[src/rtl/dmem_bus_ctrl.sv]
// Load/store controller bridging the core's zero-wait data-memory port to a
// variable-latency valid/ready memory bus: posted stores, stalling loads.
module dmem_bus_ctrl #(
    parameter int unsigned ADDR_W  = 32,
    parameter int unsigned DATA_W  = 32,
    parameter int unsigned TIMEOUT = 255
) (
    input  logic              clk,
    input  logic              rst,
    input  logic              cpu_re,
    input  logic              cpu_we,
    input  logic [ADDR_W-1:0] cpu_addr,
    input  logic [DATA_W-1:0] cpu_wd,
    output logic [DATA_W-1:0] cpu_rd,
    output logic              stall,
    output logic              align_err,
    output logic              bus_err,
    output logic              mem_req_valid,
    input  logic              mem_req_ready,
    output logic              mem_we,
    output logic [ADDR_W-1:0] mem_addr,
    output logic [DATA_W-1:0] mem_wdata,
    input  logic              mem_rsp_valid,
    input  logic [DATA_W-1:0] mem_rdata
);

    localparam logic [2:0] S_IDLE    = 3'd0;
    localparam logic [2:0] S_DRAIN   = 3'd1;
    localparam logic [2:0] S_RD_REQ  = 3'd2;
    localparam logic [2:0] S_RD_WAIT = 3'd3;
    localparam logic [2:0] S_RD_DONE = 3'd4;

    localparam int unsigned       CNT_W    = (TIMEOUT > 1) ? $clog2(TIMEOUT + 1) : 1;
    localparam logic [CNT_W-1:0]  CNT_LAST = (TIMEOUT > 0) ? CNT_W'(TIMEOUT - 1) : '0;
    localparam logic [DATA_W-1:0] ERR_DATA = DATA_W'(32'hDEADBEEF);

    logic [2:0]        state_q, state_d;
    logic              wb_valid_q, wb_valid_d;
    logic [ADDR_W-1:0] wb_addr_q, wb_addr_d;
    logic [DATA_W-1:0] wb_data_q, wb_data_d;
    logic [CNT_W-1:0]  cnt_q, cnt_d;
    logic [DATA_W-1:0] rdata_q, rdata_d;
    logic              err_q, err_d;

    logic              misaligned;
    logic              wb_state;
    logic              wb_drive;
    logic              wb_hs;
    logic              timeout_hit;
    logic              stall_c;
    logic              align_c;
    logic [ADDR_W-1:0] word_addr;

    assign word_addr   = {cpu_addr[ADDR_W-1:2], 2'b00};
    assign misaligned  = (cpu_re | cpu_we) & (cpu_addr[1:0] != 2'b00);
    assign wb_state    = (state_q == S_IDLE) | (state_q == S_DRAIN);
    assign wb_drive    = wb_valid_q & wb_state;
    assign wb_hs       = wb_drive & mem_req_ready;
    assign timeout_hit = (TIMEOUT != 0) && (cnt_q == CNT_LAST);

    // State register and datapath registers
    always_ff @(posedge clk or posedge rst) begin
        if (rst) begin
            state_q    <= S_IDLE;
            wb_valid_q <= 1'b0;
            wb_addr_q  <= '0;
            wb_data_q  <= '0;
            cnt_q      <= '0;
            rdata_q    <= '0;
            err_q      <= 1'b0;
        end else begin
            state_q    <= state_d;
            wb_valid_q <= wb_valid_d;
            wb_addr_q  <= wb_addr_d;
            wb_data_q  <= wb_data_d;
            cnt_q      <= cnt_d;
            rdata_q    <= rdata_d;
            err_q      <= err_d;
        end
    end

    // Next-state, write-buffer and core-side handshake logic
    always_comb begin
        state_d    = state_q;
        wb_valid_d = wb_valid_q & ~wb_hs;
        wb_addr_d  = wb_addr_q;
        wb_data_d  = wb_data_q;
        cnt_d      = cnt_q;
        rdata_d    = rdata_q;
        err_d      = err_q;
        stall_c    = 1'b0;
        align_c    = 1'b0;

        case (state_q)
            S_IDLE: begin
                if (misaligned) begin
                    align_c = 1'b1;
                end else if (cpu_we) begin
                    // A store may take the slot in the same cycle the old entry drains.
                    if (!wb_valid_q || wb_hs) begin
                        wb_valid_d = 1'b1;
                        wb_addr_d  = word_addr;
                        wb_data_d  = cpu_wd;
                    end else begin
                        stall_c = 1'b1;
                    end
                end else if (cpu_re) begin
                    stall_c = 1'b1;
                    cnt_d   = '0;
                    err_d   = 1'b0;
                    state_d = (wb_valid_q && !wb_hs) ? S_DRAIN : S_RD_REQ;
                end
            end

            S_DRAIN: begin
                stall_c = 1'b1;
                if (wb_hs) begin
                    cnt_d   = '0;
                    state_d = S_RD_REQ;
                end
            end

            S_RD_REQ: begin
                stall_c = 1'b1;
                if (timeout_hit) begin
                    rdata_d = ERR_DATA;
                    err_d   = 1'b1;
                    state_d = S_RD_DONE;
                end else begin
                    cnt_d = cnt_q + 1'b1;
                    if (mem_req_ready) begin
                        state_d = S_RD_WAIT;
                    end
                end
            end

            S_RD_WAIT: begin
                stall_c = 1'b1;
                if (mem_rsp_valid) begin
                    rdata_d = mem_rdata;
                    err_d   = 1'b0;
                    state_d = S_RD_DONE;
                end else if (timeout_hit) begin
                    rdata_d = ERR_DATA;
                    err_d   = 1'b1;
                    state_d = S_RD_DONE;
                end else begin
                    cnt_d = cnt_q + 1'b1;
                end
            end

            S_RD_DONE: begin
                state_d = S_IDLE;
            end

            default: begin
                state_d = S_IDLE;
            end
        endcase
    end

    // Bus request mux: buffered write in IDLE/DRAIN, read address in RD_REQ
    always_comb begin
        mem_req_valid = 1'b0;
        mem_we        = 1'b0;
        mem_addr      = '0;
        mem_wdata     = '0;
        if (wb_drive) begin
            mem_req_valid = 1'b1;
            mem_we        = 1'b1;
            mem_addr      = wb_addr_q;
            mem_wdata     = wb_data_q;
        end else if (state_q == S_RD_REQ) begin
            mem_req_valid = 1'b1;
            mem_addr      = word_addr;
        end
    end

    // Combinational core-side flags are forced low while reset is held.
    assign stall     = stall_c & ~rst;
    assign align_err = align_c & ~rst;
    assign bus_err   = (state_q == S_RD_DONE) & err_q;
    assign cpu_rd    = rdata_q;

endmodule
[config.mk]
export PLATFORM = sky130hd
export DESIGN_NAME = dmem_bus_ctrl
export DESIGN_NICKNAME = d
export VERILOG_FILES = /design/src/rtl/dmem_bus_ctrl.sv
export SDC_FILE = /design/constraint.sdc
export NUM_CORES = 1
export LEC_CHECK = 0
export CAP_MARGIN = 20
export CORE_ASPECT_RATIO = 0.9
export CORE_MARGIN = 2
export CORE_UTILIZATION = 49
export CTS_BUF_LIST = sky130_fd_sc_hd__clkbuf_8
export CTS_CLUSTER_SIZE = 40
export DETAILED_ROUTE_END_ITERATION = 10
export PLACE_DENSITY = 0.93
export SLEW_MARGIN = 20
export SYNTH_ARGS = -nofsm -noshare
export SYNTH_HDL_FRONTEND = slang
export SYNTH_SLANG_ARGS = --single-unit
[constraint.sdc]
create_clock -name clk -period 6.3 [get_ports clk]
set_input_delay 0.945 -clock clk [delete_from_list [all_inputs] [get_ports clk]]
set_output_delay 0.945 -clock clk [all_outputs]
set_load 0.03 [all_outputs]
* After elaboration in Yosys (flattened, before gate mapping)
Index checks and enable logic that the tools add are counted.
Storage, ports and cells: register bits 107, logic and storage cells 89
Operators by class: add/sub/neg operators 1, equal/unequal tests 12, multiplexer cells 43, bitwise operators 12, reductions and logical operators 14
Operators with widths (count):
- $mux W32 | 5
- $pmux W32 S2 | 1
- $mux W8 | 6
- $pmux W8 S4 | 1
- $mux W3 | 8
- $mux W1 | 18
- $pmux W3 S4 | 1
- $reduce_and A6 Y1 | 2
- $ne A2 B2 Y1 const B | 5
- $add A8 B1 Y8 const B | 1
- $eq A8 B8 Y1 const B | 1
- $reduce_and A4 Y1 | 2
- $and A1 B1 Y1 | 7
- $eq A3 B2 Y1 const B | 2
- $ne A3 B3 Y1 const B | 2
- $reduce_bool A2 Y1 | 2
- $reduce_bool A4 Y1 | 1
- $eq A3 B1 Y1 const B | 1
- $eq A3 B3 Y1 const B | 1
- $logic_not A3 Y1 | 1
- $not A1 Y1 | 3
- $pmux W1 S3 | 1
- $reduce_bool A3 Y1 | 1
- $reduce_or A3 Y1 | 1
- other kinds (6) | 8

* Depth between registers and ports, before layout
Gate-level depths: netlist of the first run.
word-level depth 11, gate-level depth with buffers 8, depth with buffers taken out 7

* Worst setup path before layout of the first run
OpenSTA, ideal clock, no wires.
kind input-to-output, start point input port rst, end point output port align_err, data arrival time 3.941 ns, required time 5.355 ns, setup slack 1.414 ns, stages on the path 3, buffers on the path 0, cell sequence inv_1 > o211ai_1 > nor2_1
On the way: cells in the longest elaborated chain, start to end 2
Ends and longest elaborated chain:
- from (decl) | RTL line 9 | input logic rst,
- $not A1 Y1 | RTL line 181 | assign align_err = align_c & ~rst;
- $and A1 B1 Y1 | RTL line 181
- to (decl) | RTL line 16 | output logic align_err,
Every way passes these cells.

* Worst setup path after layout of the first run
start point register wb_valid_q, end point output port mem_addr[27]
On the way: cells in the longest elaborated chain, start to end 2
Ends and longest elaborated chain:
- from (decl) | RTL line 38 | logic wb_valid_q, wb_valid_d;
- from (signal assigned) | RTL line 73 | wb_valid_q <= wb_valid_d;
- $and A1 B1 Y1 | RTL line 57 | assign wb_drive = wb_valid_q & wb_state;
- $mux W32 | RTL line 168 | if (wb_drive) begin
- to (decl) | RTL line 21 | output logic [ADDR_W-1:0] mem_addr,
Every way passes these cells.

==> metrics.txt, run 1 <==
worst hold endpoint=cpu_rd[3]; Setup crit end kind=output port; # port buffers=200; crit path launch=wb_valid_q; r2r startpoint=state_q[1]; htree depth=3; Crit path required time=5.35 ns; CTS resizes=0; Unique masters post-synth=55; Worst-Margin Slew=0.918 ns; clock tree sinks=107; drt initial violations=232; Final HPWL DP=9.64 mm; CTS max path bufs=2; worst endpoint data arrival time=2.98 ns; I/O pin total=203; Max Fclk=255 MHz; hold depth=1; Final Skew=0.0182 ns; maximum vdd drop=0.111 mV; Post-Synth Adder-Cell Area=0.478%; post-synthesis compound-gate area fraction=15.6%; WL/cell=19.0 um; met2 WL post-DR=6.94 mm; chip height=102 um; total wire length=13.3 mm; CTS Hold Bufs=0; pin count of the biggest net entering global routing=58; CTS tree=done; Setup CP Type=reg -> out; area leader, netlist=dfrtp_1; Post-Synth Simple-Gate Area=9.63%; Async S/R FF share, synth=100%; HP Class=reg -> reg; antenna violations before repair=0; multiplexer area fraction after synthesis=17.6%; M1 WL=5.42 mm; postcts setup bufs=0; Synth Cell Area=0.00524 sq mm; Antenna Violating Nets Remaining=0; Final Hold Fails=0; outcome=finished with violations; 1st-pass router iterations=8; Crit Reg-Reg Endpoint=wb_data_q[22]; element type at the critical path start=register; total CTS buffers=9; post-synthesis register bit count=107; CP peak stage delay=0.96 ns; layout cells sized above 1=16.8%; CP bufs+invs=1; RSZ-0062 raised after global routing=false; Gate Count Post-Synth=382; Via Count=3,959; period utilization=62.3%; Final Critical Period=3.93 ns; Synth Area in XOR/XNOR=0%; R2R Setup Slk=3.44 ns; Vias/cell=5.64; most numerous cell in the Yosys netlist=dfrtp_1; P per Cell Area=164 mW/mm^2; largest family of logic cells by synthesized area=multiplexers; Avg Cell Area, Syn=13.7 sq um; Worst R2R Path Depth=6; area of the core=0.0103 sq mm; yosys warns=0; Hold Startpoint=cpu_rd[3]; DR DRC count=8; failing checks=design-rule violations; final instance area=0.00739 sq mm; Final setup viols=0; sequential area share after synthesis=51.1%; area grow syn2layout=41.1%; Row Count=35; routability cong.=0.800; CP top delay family=flip-flops; Die X=113 um; Post-synth top cells=dfrtp_1, mux2_4, a22o_1; max_cap viols=0; Clk pin slew, worst setup/hold paths=0.11 ns; vias in the first global route=4,171; top-area cell type share of the netlist area=51.1%; worst skew pair latency=0.37 ns; ANT cells=0; P_leak=0.00333 uW; highest metal used=met4; top cells by area, synth=dfrtp_1, mux2_4, a22o_1; GRT overflow=0; critical path's slowest cell=dfrtp_1; Synth Flop Type=dfrtp_1; Crit Path Max Fanout=36; setup TNS=0 ns; Initial Util=50.7%; Slew Viols, Final=0; placed instance area=0.00718 sq mm; DR WL met3=521 um; critical path, cell by cell=and2_2 -> a22o_1 -> clkdlybuf4s50_1; GR Util All Layers=23.0%; Post-synth EDFFs=0; Slew HR=38.8%; CTS Root Cell=clkbuf_8; Die Area=0.0115 sq mm; Final #Nets=672; first-pass GRT wire length=21.0 mm
[worst max path at each step]
stage	endpoint	cells after the start	slack, ns
2_1_floorplan	align_err	3	1.41
3_3_place_gp	align_err	5	2.41
3_5_place_dp	align_err	5	2.38
4_1_cts	mem_addr[27]	3	2.00
5_1_grt	mem_addr[27]	3	2.17
6_report	mem_addr[27]	3	2.37
[cell families after synthesis]
family                   after synthesis
AND/OR/NAND/NOR                       78
buffers and inverters                 35
multiplexers                          62
flip-flops                           107
adder cells (fa/ha/maj)                2
other                                  1
AO/OA/AOI/OAI                         97
[layout by cell type, fill, tap and decap left out, drive strengths merged, types with 2 or more instances in the layout]
cell,instances
o211ai,2
clkinv,4
nor2b,2
conb,2
a31oi,9
nand2,8
mux2,62
o21ai,2
buf,4
a21o,3
or2,3
nand2b,3
nor3,6
nor2,9
clkbuf,9
inv,8
o22a,25
dfrtp,107
and3,33
clkdlybuf4s50,200
ha,2
nand3,5
a21oi,4
a22o,38
and2,3
[state kept, by name (all words and copies together) (netlist names)]
| signal | flops |
|---|---|
| wb_addr_q | 30 |
| state_q | 3 |
| err_q | 1 |
| cnt_q | 8 |
| cpu_rd | 32 |
| wb_data_q | 32 |
| wb_valid_q | 1 |
[layout make-up]
class / instances / area (sq um)
clock buffers: 9 / 124
flip-flops and latches: 107 / 2680
repair buffers: 204 / 2030
well taps: 129 / 161
clock inverters: 7 / 88.8
multi-input cells: 241 / 2280
inverters: 5 / 22.5
fillers: 726 / 2950
[power breakdown]
group / internal [uW] / total, uW / switching [uW]
Sequential: 686 / 686 / 0
Clock: 164 / 433 / 269
Combinational: 58.3 / 91.0 / 32.7
[metal layers]
layer  global-route usage (%)  up-vias
met5                        0        -
met4                     9.85        0
met3                     4.21       30
met2                     40.3      129
met1                     28.3     1994
li1                         -     1806
[worst register-to-register path: stages (launching register included)]
cell	delay, ns
dfrtp_1	0.54
nor2_2	0.16
buf_4	0.31
a21boi_4	0.14
nor2_8	0.62
buf_4	0.60
mux2_1	0.40
[metrics by stage]
| stage | setup slack [ns] | cells | hold WS (ns) | power (uW) | utilization [%] |
|---|---|---|---|---|---|
| after floorplan | 1.41 | 383 | 0.450 | 718 | - |
| after global placement | 2.41 | 686 | 0.459 | 789 | 69.4 |
| after detailed placement | 2.38 | 686 | 0.474 | 791 | 69.4 |
| after CTS | 2.00 | 702 | 0.502 | 1220 | 71.5 |
| after global routing | 2.17 | 702 | 0.516 | 1260 | 71.5 |
| final | 2.37 | 702 | 0.497 | 1210 | 71.5 |
Power figures use the tool's default switching activity.
==> run 2, diff against run 1 <==
Settings changed: CORE_UTILIZATION 49 to 41, PLACE_DENSITY 0.93 to 0.84.
Clock period 6.3 ns to 3.6 ns, I/O delays scaled along.
==> metrics.txt, run 2 (synthesis gave the netlist of run 1 again) <==
Die Area=0.0137 sq mm (+19%); max_cap viols=0 (unchanged); CP peak stage delay=0.72 ns (-0.24 ns); layout cells sized above 1=22.8% (+6.1 points); setup TNS=0 ns (unchanged); area grow syn2layout=41.0% (about the same); most frequent cells in the layout=clkdlybuf4s50_1, dfrtp_1, mux2_4, buf_4, a22o_1; worst skew pair latency=0.38 ns (about the same); pin count of the biggest net entering global routing=72 (+24%); Max Fclk=309 MHz; Crit Path Max Fanout=23 (-36%); r2r startpoint=state_q[1]; htree depth=3 (unchanged); critical path's slowest cell=and2_1; CTS max path bufs=2 (unchanged); element type at the critical path start=register; Setup CP Type=reg -> out; Via Count=3,872 (-2.2%); Final Skew=0.00850 ns (-0.00968 ns); Crit path required time=3.06 ns (-2.29 ns); clock tree sinks=107 (unchanged); CTS Root Cell=clkbuf_8; first-pass GRT wire length=21.1 mm (+0.43%); Vias/cell=5.22 (-7.5%); Slew HR=37.6% (-1.2 points); most common cell after layout, fill and taps aside=clkdlybuf4s50_1; R2R Setup Slk=1.20 ns (-2.24 ns); routability cong.=0.785 (-1.9%); chip height=111 um (+9.0%); total CTS buffers=9 (unchanged); period utilization=89.8%; CTS tree=done; Crit Reg-Reg Endpoint=cnt_q[7]; HP Class=reg -> reg; WL/cell=17.8 um (-6.3%); ANT cells=0 (unchanged); Clk pin slew, worst setup/hold paths=0.10 ns (about the same); DR DRC count=0 (-8); Slew Viols, Final=0 (unchanged); Hold Startpoint=cpu_rd[13]; critical path, cell by cell=nor2_2 -> and2_1 -> buf_4 -> a22o_1 -> buf_4; Worst-Margin Slew=0.934 ns (+0.0157 ns); Setup crit end kind=output port; Final #Nets=677 (+0.74%); placed instance area=0.00718 sq mm (about the same); Final setup viols=0 (unchanged); maximum vdd drop=0.204 mV (+83%); GRT overflow=0 (unchanged); P_leak=0.00341 uW (+2.4%); GR Util All Layers=19.7% (-3.3 points); antenna violations before repair=0 (unchanged); Antenna Violating Nets Remaining=0 (unchanged); outcome=complete, no violations; Final HPWL DP=9.43 mm (-2.1%); RSZ-0062 raised after global routing=false; post-layout util=58.7% (-13 points); # port buffers=200 (unchanged); Final Hold Fails=0 (unchanged); Die X=123 um (+9.0%); Initial Util=41.6% (-9.1 points); hold depth=1 (unchanged); cell repeated most along the worst path=buf_4; drt initial violations=279 (+20%); I/O pin total=203 (unchanged); Worst R2R Path Depth=4 (-2); area of the core=0.0126 sq mm (+22%); Final Critical Period=3.23 ns; postcts setup bufs=0 (unchanged); CTS Hold Bufs=0 (unchanged); final instance area=0.00739 sq mm (about the same); total wire length=13.2 mm (-0.99%); 1st-pass router iterations=4 (-4); worst endpoint data arrival time=2.69 ns (-0.29 ns); worst hold endpoint=cpu_rd[13]; CTS resizes=0 (unchanged); vias in the first global route=4,131 (-0.96%); P per Cell Area=288 mW/mm^2 (+76%); Row Count=39 (+11%)
-- run 2: cell count changes in the layout (fill, tap and decap cells not counted), sizes merged --
cell,before,now
inv,8,6
bufinv,0,1
clkinv,4,1
clkdlybuf4s50,200,168
clkbuf,9,10
buf,4,41
clkinvlp,0,3
-- run 2: per-layer routing --
layer  vias to the layer above  track usage [%]  wire (um)
li1                       1822                -          -
met1                      1907             25.1       5810
met2                       121             32.3       6460
met3                        22             4.27        620
met4                         0             7.95        299
met5                         -                0          0
-- run 2: worst max path at each step --
stage,start,endpoint,cells past startpoint
floorplan,rst,align_err,3
global placement,cpu_we,stall,5
detailed placement,cpu_we,stall,5
CTS,state_q[1],mem_addr[23],5
global route,state_q[1],mem_addr[17],5
finish,state_q[1],mem_addr[23],5
-- run 2: cell type report --
cell class / count / area (sq um)
well taps: 164 / 205
repair buffers: 209 / 1990
clock inverters: 6 / 71.3
clock buffers: 10 / 138
fillers: 993 / 5200
flip-flops and latches: 107 / 2680
inverters: 5 / 23.8
multi-input cells: 241 / 2280
-- run 2: critical path, delay by kind of cell (launching register included) --
family	cells	cell delay [ns]
simple gates	2	1.15
flops	1	0.53
buf+inv	2	0.46
compound gates	1	0.15
-- run 2: where the power goes --
group          total, uW  internal [uW]  switching, uW
combinational        161            103           58.0
clock                769            348            421
sequential          1200           1200              0
total               2130           1650            479
-- run 2: per-stage QoR --
stage | power, uW | hold WS [ns] | std cells | setup WS, ns
finish | 2130 | 0.497 | 742 | 0.367
global route | 2220 | 0.521 | 742 | 0.149
CTS | 2160 | 0.499 | 742 | 0.369
detailed placement | 1390 | 0.476 | 726 | 0.577
global placement | 1380 | 0.463 | 726 | 0.620
floorplan | 1260 | 0.450 | 383 | 0.436
==> run 3, diff against run 2 <==
==> constraint.sdc (replaced) <==
create_clock -name clk -period 3.6 [get_ports clk]
set_input_delay 0.54 -clock clk [delete_from_list [all_inputs] [get_ports clk]]
set_output_delay 0.54 -clock clk [all_outputs]
set_load 0.01 [all_outputs]
==> metrics.txt, run 3 (synthesis gave the netlist of run 1 again) <==
element type at the critical path start=register; Slew Viols, Final=0 (unchanged); most frequent cells in the layout=clkdlybuf4s50_1, dfrtp_1, mux2_4, a22o_1, and3_1; CTS max path bufs=2 (unchanged); Final HPWL DP=9.47 mm (+0.34%); Pint=1640 uW (-0.92%); drt initial violations=235 (-16%); P per Cell Area=284 mW/mm^2 (-1.5%); Worst-Margin Slew=0.911 ns (-0.0231 ns); pin count of the biggest net entering global routing=65 (-9.7%); met2 WL post-DR=6.75 mm (+4.5%); Slew HR=39.1% (+1.5 points); Row Count=39 (unchanged); Clk pin slew, worst setup/hold paths=0.11 ns (about the same); # port buffers=200 (unchanged); 1st-pass router iterations=4 (unchanged); Die Area=0.0137 sq mm (unchanged); Die X=123 um (unchanged); critical path, cell by cell=nand2b_1 -> nor2_2 -> buf_4 -> a22o_1 -> clkdlybuf4s50_1; outcome=complete, no violations; post-layout util=59.2% (+0.54 points); WL/cell=17.7 um (-0.40%); Vias/cell=5.27 (+1.0%); pre-CTS setup slack=0.673 ns (+0.0954 ns); M1 WL=5.49 mm (-5.4%); highest metal used=met4; GR Util All Layers=19.4% (-0.34 points); chip height=111 um (unchanged); area grow syn2layout=42.3%; postcts setup bufs=0 (unchanged); worst endpoint data arrival time=2.60 ns (-0.09 ns); Initial Util=41.6% (unchanged); clock tree sinks=107 (unchanged); fillcell total=989 (-0.40%); Comb pwr share=7.5% (about the same); Setup CP Type=reg -> out; period utilization=87.3% (-2.5 points); CP peak stage delay=0.54 ns (-0.18 ns); worst setup margin=0.456 ns (+0.0892 ns); Final Skew=0.0125 ns (+0.00398 ns); CTS Hold Bufs=0 (unchanged); Setup crit end kind=output port; antenna violations before repair=0 (unchanged); DR WL met3=693 um (+12%); GRT overflow=0 (unchanged); hold_ws=0.498 ns (+0.000673 ns); I/O pin total=203 (unchanged); R2R Setup Slk=1.20 ns (about the same); Final #Nets=676 (-0.15%); maximum vdd drop=0.179 mV (-12%); RSZ-0062 raised after global routing=false; HP Class=reg -> reg; Final Hold Fails=0 (unchanged); Antenna Violating Nets Remaining=0 (unchanged); final instance area=0.00745 sq mm (+0.91%); htree depth=3 (unchanged); worst skew pair latency=0.38 ns (about the same); vias in the first global route=4,042 (-2.2%); ANT cells=0 (unchanged); layout cells sized above 1=17.2% (-5.7 points); most common cell after layout, fill and taps aside=clkdlybuf4s50_1; Crit Path Max Fanout=32 (+39%); Final setup viols=0 (unchanged); Crit path required time=3.06 ns (about the same); max_cap viols=0 (unchanged); critical path's slowest cell=dfrtp_1; CTS Root Cell=clkbuf_8; Clk network pwr share=35.8% (-0.3 points); P_leak=0.00334 uW (-2.0%); routability cong.=0.801 (+2.0%); setup TNS=0 ns (unchanged); area of the core=0.0126 sq mm (unchanged); Final Critical Period=3.14 ns (-0.0892 ns); DR DRC count=0 (unchanged); CTS resizes=0 (unchanged); Sequential Power Share=56.7% (+0.3 points); first-pass GRT wire length=20.9 mm (-0.72%); total wire length=13.1 mm (-0.53%); CTS tree=done; Via Count=3,907 (+0.90%); Max Fclk=318 MHz (+2.8%); P_sw=482 uW (+0.45%); total CTS buffers=9 (unchanged); sw frac=22.7% (+0.24 points); placed instance area=0.00725 sq mm (+1.0%)
## run 3: cell count changes in the layout (fill, tap and decap cells not counted), sizes merged
cell	previous run	this run
buf	41	8
clkbuf	10	9
clkdlybuf4s50	168	200
clkinv	1	2
clkinvlp	3	2
inv	6	7
## run 3: final cells by class
cell class	count	area (sq um)	area share [%]
multi-input combinational	241	2280	30.6
sequential	107	2680	35.9
tap	164	205	2.75
clock buffer	9	124	1.66
inverter	5	23.8	0.319
timing repair buffer	208	2060	27.7
clock inverter	7	80.1	1.07
## run 3: path summary, 6_finish.rpt
path / startpoint / endpoint / cells after the start
max: state_q[2] / mem_addr[5] / 5
min: cpu_rd[27] / cpu_rd[27] / 1
max reg2reg: state_q[2] / cnt_q[7] / 4
min reg2reg: cpu_rd[27] / cpu_rd[27] / 1
max in group asynchronous: rst / state_q[1] / 4
min in group asynchronous: rst / wb_addr_q[18] / 3
## run 3: through the flow
step | total power [uW] | instances
after detailed placement | 1380 | 725
after CTS | 2150 | 741
after floorplan | 1250 | 383
final | 2120 | 741
after global routing | 2210 | 741
after global placement | 1380 | 725
## run 3: worst max-delay path, delay by kind of cell, from the launching register on
family          cells  cell delay (ns)
buf+inv             2             0.88
simple gates        2             0.56
flops               1             0.54
compound gates      1             0.22
## run 3: power by group through the flow
| stage | combinational (uW) | sequential [uW] | clock, uW |
|---|---|---|---|
| 5_1_grt | 172 | 1200 | 834 |
| 3_5_place_dp | 159 | 1220 | 0 |
| 3_3_place_gp | 155 | 1220 | 0 |
| 6_report | 158 | 1200 | 759 |
| 4_1_cts | 160 | 1200 | 787 |
| 2_1_floorplan | 29.1 | 1220 | 0 |
## run 3: routing by layer
metal | track usage, % | up-vias
met5 | 0 | -
met4 | 5.00 | 0
met3 | 5.09 | 13
met2 | 32.8 | 125
met1 | 24.4 | 1961
li1 | - | 1808
